===== src/rtl/vram_arbiter.sv =====
// VRAM/aux arbiter between the 6502 bus-master port and the display fetch port.
// Define VRAM_ARB_STALL_CNT_EN to build the saturating display stall counter.
module vram_arbiter (
    input  logic        clk,
    input  logic        rst,
    input  logic [18:0] bm_addr,
    input  logic [7:0]  bm_wrdata,
    input  logic        bm_strobe,
    input  logic        bm_write,
    output logic [7:0]  bm_rddata,
    input  logic [14:0] dp_addr,
    input  logic        dp_strobe,
    output logic        dp_ack,
    output logic [31:0] dp_rddata,
    output logic        dp_rddata_valid,
    output logic [14:0] vram_addr,
    output logic [31:0] vram_wrdata,
    output logic [3:0]  vram_wrbytesel,
    output logic        vram_write,
    input  logic [31:0] vram_rddata,
    output logic [7:0]  aux_addr,
    output logic [7:0]  aux_wrdata,
    output logic        aux_strobe,
    output logic        aux_write,
    input  logic [7:0]  aux_rddata,
    output logic [15:0] dp_stall_cnt
);

    logic       w_cpu_vram;
    logic       w_cpu_aux;
    logic       w_vram_wr;
    logic [7:0] w_lane_byte;
    logic       w_unused_alias;

    logic       r_cpu_rd_pend;
    logic       r_aux_rd_pend;
    logic [1:0] r_lane;
    logic       r_dp_pend;
    logic [7:0] r_rddata_hold;

    // Request decode is gated by reset so no access leaks out while rst is high.
    assign w_cpu_vram     = !rst && bm_strobe && !bm_addr[18];
    assign w_cpu_aux      = !rst && bm_strobe &&  bm_addr[18];
    assign w_vram_wr      = w_cpu_vram && bm_write;
    assign w_unused_alias = bm_addr[17];

    assign vram_addr      = w_cpu_vram ? bm_addr[16:2] : dp_addr;
    assign vram_write     = w_vram_wr;
    assign vram_wrbytesel = w_vram_wr ? (4'b0001 << bm_addr[1:0]) : 4'b0000;
    assign vram_wrdata    = {4{bm_wrdata}};

    assign aux_addr   = bm_addr[7:0];
    assign aux_wrdata = bm_wrdata;
    assign aux_strobe = w_cpu_aux;
    assign aux_write  = w_cpu_aux && bm_write;

    // CPU VRAM access always wins; the display simply retries next cycle.
    assign dp_ack          = !rst && dp_strobe && !w_cpu_vram;
    assign dp_rddata       = vram_rddata;
    assign dp_rddata_valid = r_dp_pend;

    assign w_lane_byte = vram_rddata[{r_lane, 3'b000} +: 8];

    always_comb begin
        bm_rddata = r_rddata_hold;
        if (r_cpu_rd_pend)
            bm_rddata = w_lane_byte;
        else if (r_aux_rd_pend)
            bm_rddata = aux_rddata;
    end

    always_ff @(posedge clk or posedge rst) begin
        if (rst) begin
            r_cpu_rd_pend <= 1'b0;
            r_aux_rd_pend <= 1'b0;
            r_lane        <= 2'd0;
            r_dp_pend     <= 1'b0;
            r_rddata_hold <= 8'd0;
        end else begin
            r_cpu_rd_pend <= w_cpu_vram && !bm_write;
            r_aux_rd_pend <= w_cpu_aux && !bm_write;
            r_dp_pend     <= dp_ack;
            if (w_cpu_vram && !bm_write)
                r_lane <= bm_addr[1:0];
            // Keep the last returned byte so it stays visible until the next read.
            if (r_cpu_rd_pend || r_aux_rd_pend)
                r_rddata_hold <= bm_rddata;
        end
    end

`ifdef VRAM_ARB_STALL_CNT_EN
    logic [15:0] r_stall_cnt;

    always_ff @(posedge clk or posedge rst) begin
        if (rst)
            r_stall_cnt <= 16'd0;
        else if (dp_strobe && !dp_ack && (r_stall_cnt != 16'hFFFF))
            r_stall_cnt <= r_stall_cnt + 16'd1;
    end

    assign dp_stall_cnt = r_stall_cnt;
`else
    assign dp_stall_cnt = 16'd0;
`endif

endmodule


===== config.mk =====
export PLATFORM = sky130hd
export DESIGN_NAME = vram_arbiter
export DESIGN_NICKNAME = d
export VERILOG_FILES = /design/src/rtl/vram_arbiter.sv
export SDC_FILE = /design/constraint.sdc
export NUM_CORES = 1
export LEC_CHECK = 0
export ABC_AREA = 1
export BUFFER_PORTS_ARGS = -buffer_cell sky130_fd_sc_hd__buf_2
export CELL_PAD_IN_SITES_DETAIL_PLACEMENT = 0
export CELL_PAD_IN_SITES_GLOBAL_PLACEMENT = 2
export CORE_UTILIZATION = 16
export CTS_CLUSTER_DIAMETER = 80
export DETAILED_ROUTE_END_ITERATION = 10
export GPL_ROUTABILITY_DRIVEN = 0
export PLACE_DENSITY_LB_ADDON = 0.1
export SLEW_MARGIN = 30
export SYNTH_ARGS = -nofsm -noshare
export SYNTH_HDL_FRONTEND = slang
export SYNTH_SLANG_ARGS = --single-unit

===== constraint.sdc =====
create_clock -name clk -period 2.5 [get_ports clk]
set_clock_uncertainty 0.15 [all_clocks]
set_input_delay 0.25 -clock clk [delete_from_list [all_inputs] [get_ports clk]]
set_output_delay 0.25 -clock clk [all_outputs]
set_load 0.01 [all_outputs]

==> flow_metrics.tcl <==
set metrics [dict create \
    worst_ep_arrival_time_ns 1.78 \
    grt_pass1_wl_um 8280 \
    clock.fmax_ghz 0.4588 \
    fin_crit_sh 0.8718 \
    endpoint_kind "output pin" \
    pwr-share-comb 0.476 \
    reg2reg_slack_ns 1.10 \
    p_seq_frac 0.245 \
    synth_area_um2 2004 \
    setup_viol 0 \
    finalHoldViolCount 0 \
    postCtsSetupRepairBufs 0 \
    synth_cell_types 21 \
    num_vias 1807 \
    min_to "r_aux_rd_pend$_DFF_PP0_" \
    ys_warn_count 0 \
    root_buffer "clkbuf_16" \
    synth_cells 311 \
    grtUsageMet1 0.09974 \
    synth_area_per_cell_um2 6.445 \
    die_y_um 113.9 \
    clk_latency_ns 0.24 \
    r2r_end "r_rddata_hold[4]$_DFFE_PP0P_" \
    die-area_um2 12980 \
    fin_nets 467 \
    grt_max_degree 33 \
    maxCapViolCount 0 \
    grt.busiest_layer "met2" \
    ys_seq_area_frac 0.1623 \
    grt_setup_unrepaired "false" \
    io_pins 215 \
    routedWlPerCell_um 10.33 \
    leakagePower_nw 1.544 \
    die_w_um 113.9 \
    grt_use_total 0.08289 \
    pwr-share-clk 0.279 \
    rows 40 \
    regToRegStartpoint "r_cpu_rd_pend$_DFF_PP0_" \
    use_met2 0.1430 \
    ant_nets 0 \
    p_int_mw 0.6738 \
    worstPathRequired_ns 2.10 \
    outcome "completed" \
    critPathSlowestCell "dlygate4sd3_1" \
    p_sw_frac 0.3825 \
    finalCriticalPeriod_ns 2.179 \
    crit_type "input pin to output pin" \
    finalNonFillerCells 548 \
    cts_tree "done" \
    path_max_fanout 16 \
    slew_violations 0 \
    core_um2 12110 \
    p_switching_mw 0.4174 \
    gr-total-overflow 0 \
    layout_commonest_cell "buf_2" \
    most-common-layout-cells "buf_2, nand2_1, inv_1, o21ai_0, conb_1" \
    r2r_cells 3 \
    power_density_nw_per_um2 465.1 \
    syn_to_final_growth_pct 17.04 \
    antenna_found_initial 1 \
    fin_setup_tns_ns 0 \
    clock-sinks 13 \
    worstHoldStart "bm_write" \
    whs_ns 0.07368 \
    peakVddDrop_mv 0.2511 \
    cts_buffer_depth 2 \
    ys_ff_latch 13 \
    met3_usage 0.02816 \
    clkTransAtPathRegs_ns 0.05 \
    numPortBuffers 149 \
    drt_iter0_drc 31 \
    place_hpwl_um 4722 \
    hold_depth 2 \
    crit_chain "dlygate4sd3_1 > buf_2 > inv_2 > buf_4 > nand4_1 > nor3_1 > buf_2" \
    cts_buffers 3 \
    cp_common_cell "buf_2" \
    drc 0 \
    cp-start-kind "input pin" \
    first_pass_iters 3 \
    grt_pass1_vias 1631 \
    viasPerCell 3.297 \
    initial_core_util 0.1655 \
    placedCellCount 542 \
    drive_gt1_frac 0.4697 \
    drt_wl_total_um 5661 \
    min-delay-path-class "input pin to register" \
    cpPeakStageDelay_ns 0.52 \
    htreeDepth 1 \
]
-- critical path: cells and delay by family --
kind          cells  cell delay, ns
buf+inv           5            1.10
simple gates      2            0.42
-- final cells by class --
class                           instances  area (um2)
Clock inverter                          1       5.005
Inverter                               58       222.7
Tap cell                              168       210.2
Timing Repair Buffer                  153       778.2
Sequential cell                        13       325.3
Fill cell                            1455        9766
Clock buffer                            3       75.07
Antenna cell                            1       2.502
Multi-Input combinational cell        151       726.9
-- flip-flops by register name (all words and copies together), names as in the netlist --
signal and flops:
r_lane 2, r_aux_rd_pend 1, r_cpu_rd_pend 1, r_rddata_hold 8, dp_rddata_valid 1
-- stage by stage --
step	util	cell area (um2)	total power, mW	worst slack, ns
global route	0.1935	2344	1.183	0.1289
global placement	0.1854	2246	0.8065	0.6686
finish	0.1937	2346	1.091	0.3205
CTS	0.1929	2336	1.123	0.1485
detailed placement	0.1854	2246	0.8064	0.6635
floorplan	-	2061	0.7259	1.027
-- worst max-delay path by stage --
stage	from	endpoint	slack, ns	cells past startpoint
floorplan	rst	vram_addr[0]	1.03	4
detailed placement	bm_addr[18]	vram_addr[0]	0.66	5
CTS	rst	vram_addr[0]	0.15	6
global placement	bm_addr[18]	vram_addr[6]	0.67	5
finish	rst	vram_wrbytesel[1]	0.32	7
global route	rst	vram_wrbytesel[3]	0.13	7
-- cell families after synthesis --
| group | count (synthesis) | share of synthesized area |
|---|---|---|
| AND/OR/NAND/NOR | 110 | 0.2566 |
| flip-flops | 13 | 0.1623 |
| other | 1 | 0.001871 |
| AO/OA/AOI/OAI | 25 | 0.07241 |
| buffers and inverters | 162 | 0.5069 |
-- routing by layer --
metal  up-vias  routed length [um]
met5         -                   0
met4         0                  56
met3         8                 520
met2        79                2699
met1       764                2385
li1        956                   -
-- cell usage after synthesis --
| cell | count | area, um2 |
|---|---|---|
| inv_6 | 1 | 8.760 |
| a22oi_1 | 8 | 60.06 |
| clkbuf_2 | 1 | 5.000 |
| dfrtp_1 | 13 | 325.3 |
| nor2_1 | 2 | 7.510 |
| o21ai_0 | 17 | 85.08 |
| inv_2 | 2 | 7.510 |
| nand2_4 | 1 | 11.26 |
| buf_2 | 2 | 10.01 |
| nand4_1 | 1 | 6.260 |
| nor3_1 | 4 | 20.02 |
| nand3_2 | 7 | 70.07 |
| buf_6 | 2 | 22.52 |
| buf_4 | 98 | 735.7 |
| inv_1 | 55 | 206.5 |
| nand2_1 | 72 | 270.3 |
| nand2_2 | 8 | 50.05 |
| nand3_1 | 12 | 60.06 |
| nor2_2 | 3 | 18.77 |
| conb_1 | 1 | 3.750 |
| buf_12 | 1 | 20.02 |
-- power groups by stage --
stage | logic, mW | clock network (mW) | registers [mW]
after floorplan | 0.462 | 0 | 0.264
after global placement | 0.537 | 0 | 0.270
after detailed placement | 0.535 | 0 | 0.271
after CTS | 0.539 | 0.316 | 0.267
after global routing | 0.589 | 0.323 | 0.271
final | 0.520 | 0.305 | 0.267
-- repair_timing --
item                                   in CTS  in global routing
setup endpoints to repair                   0                  4
gates resized for setup                     0                  1
endpoints found under the hold margin      13                  0
hold buffers                                1                  0
Note: power is estimated with default switching activity, not from simulation.
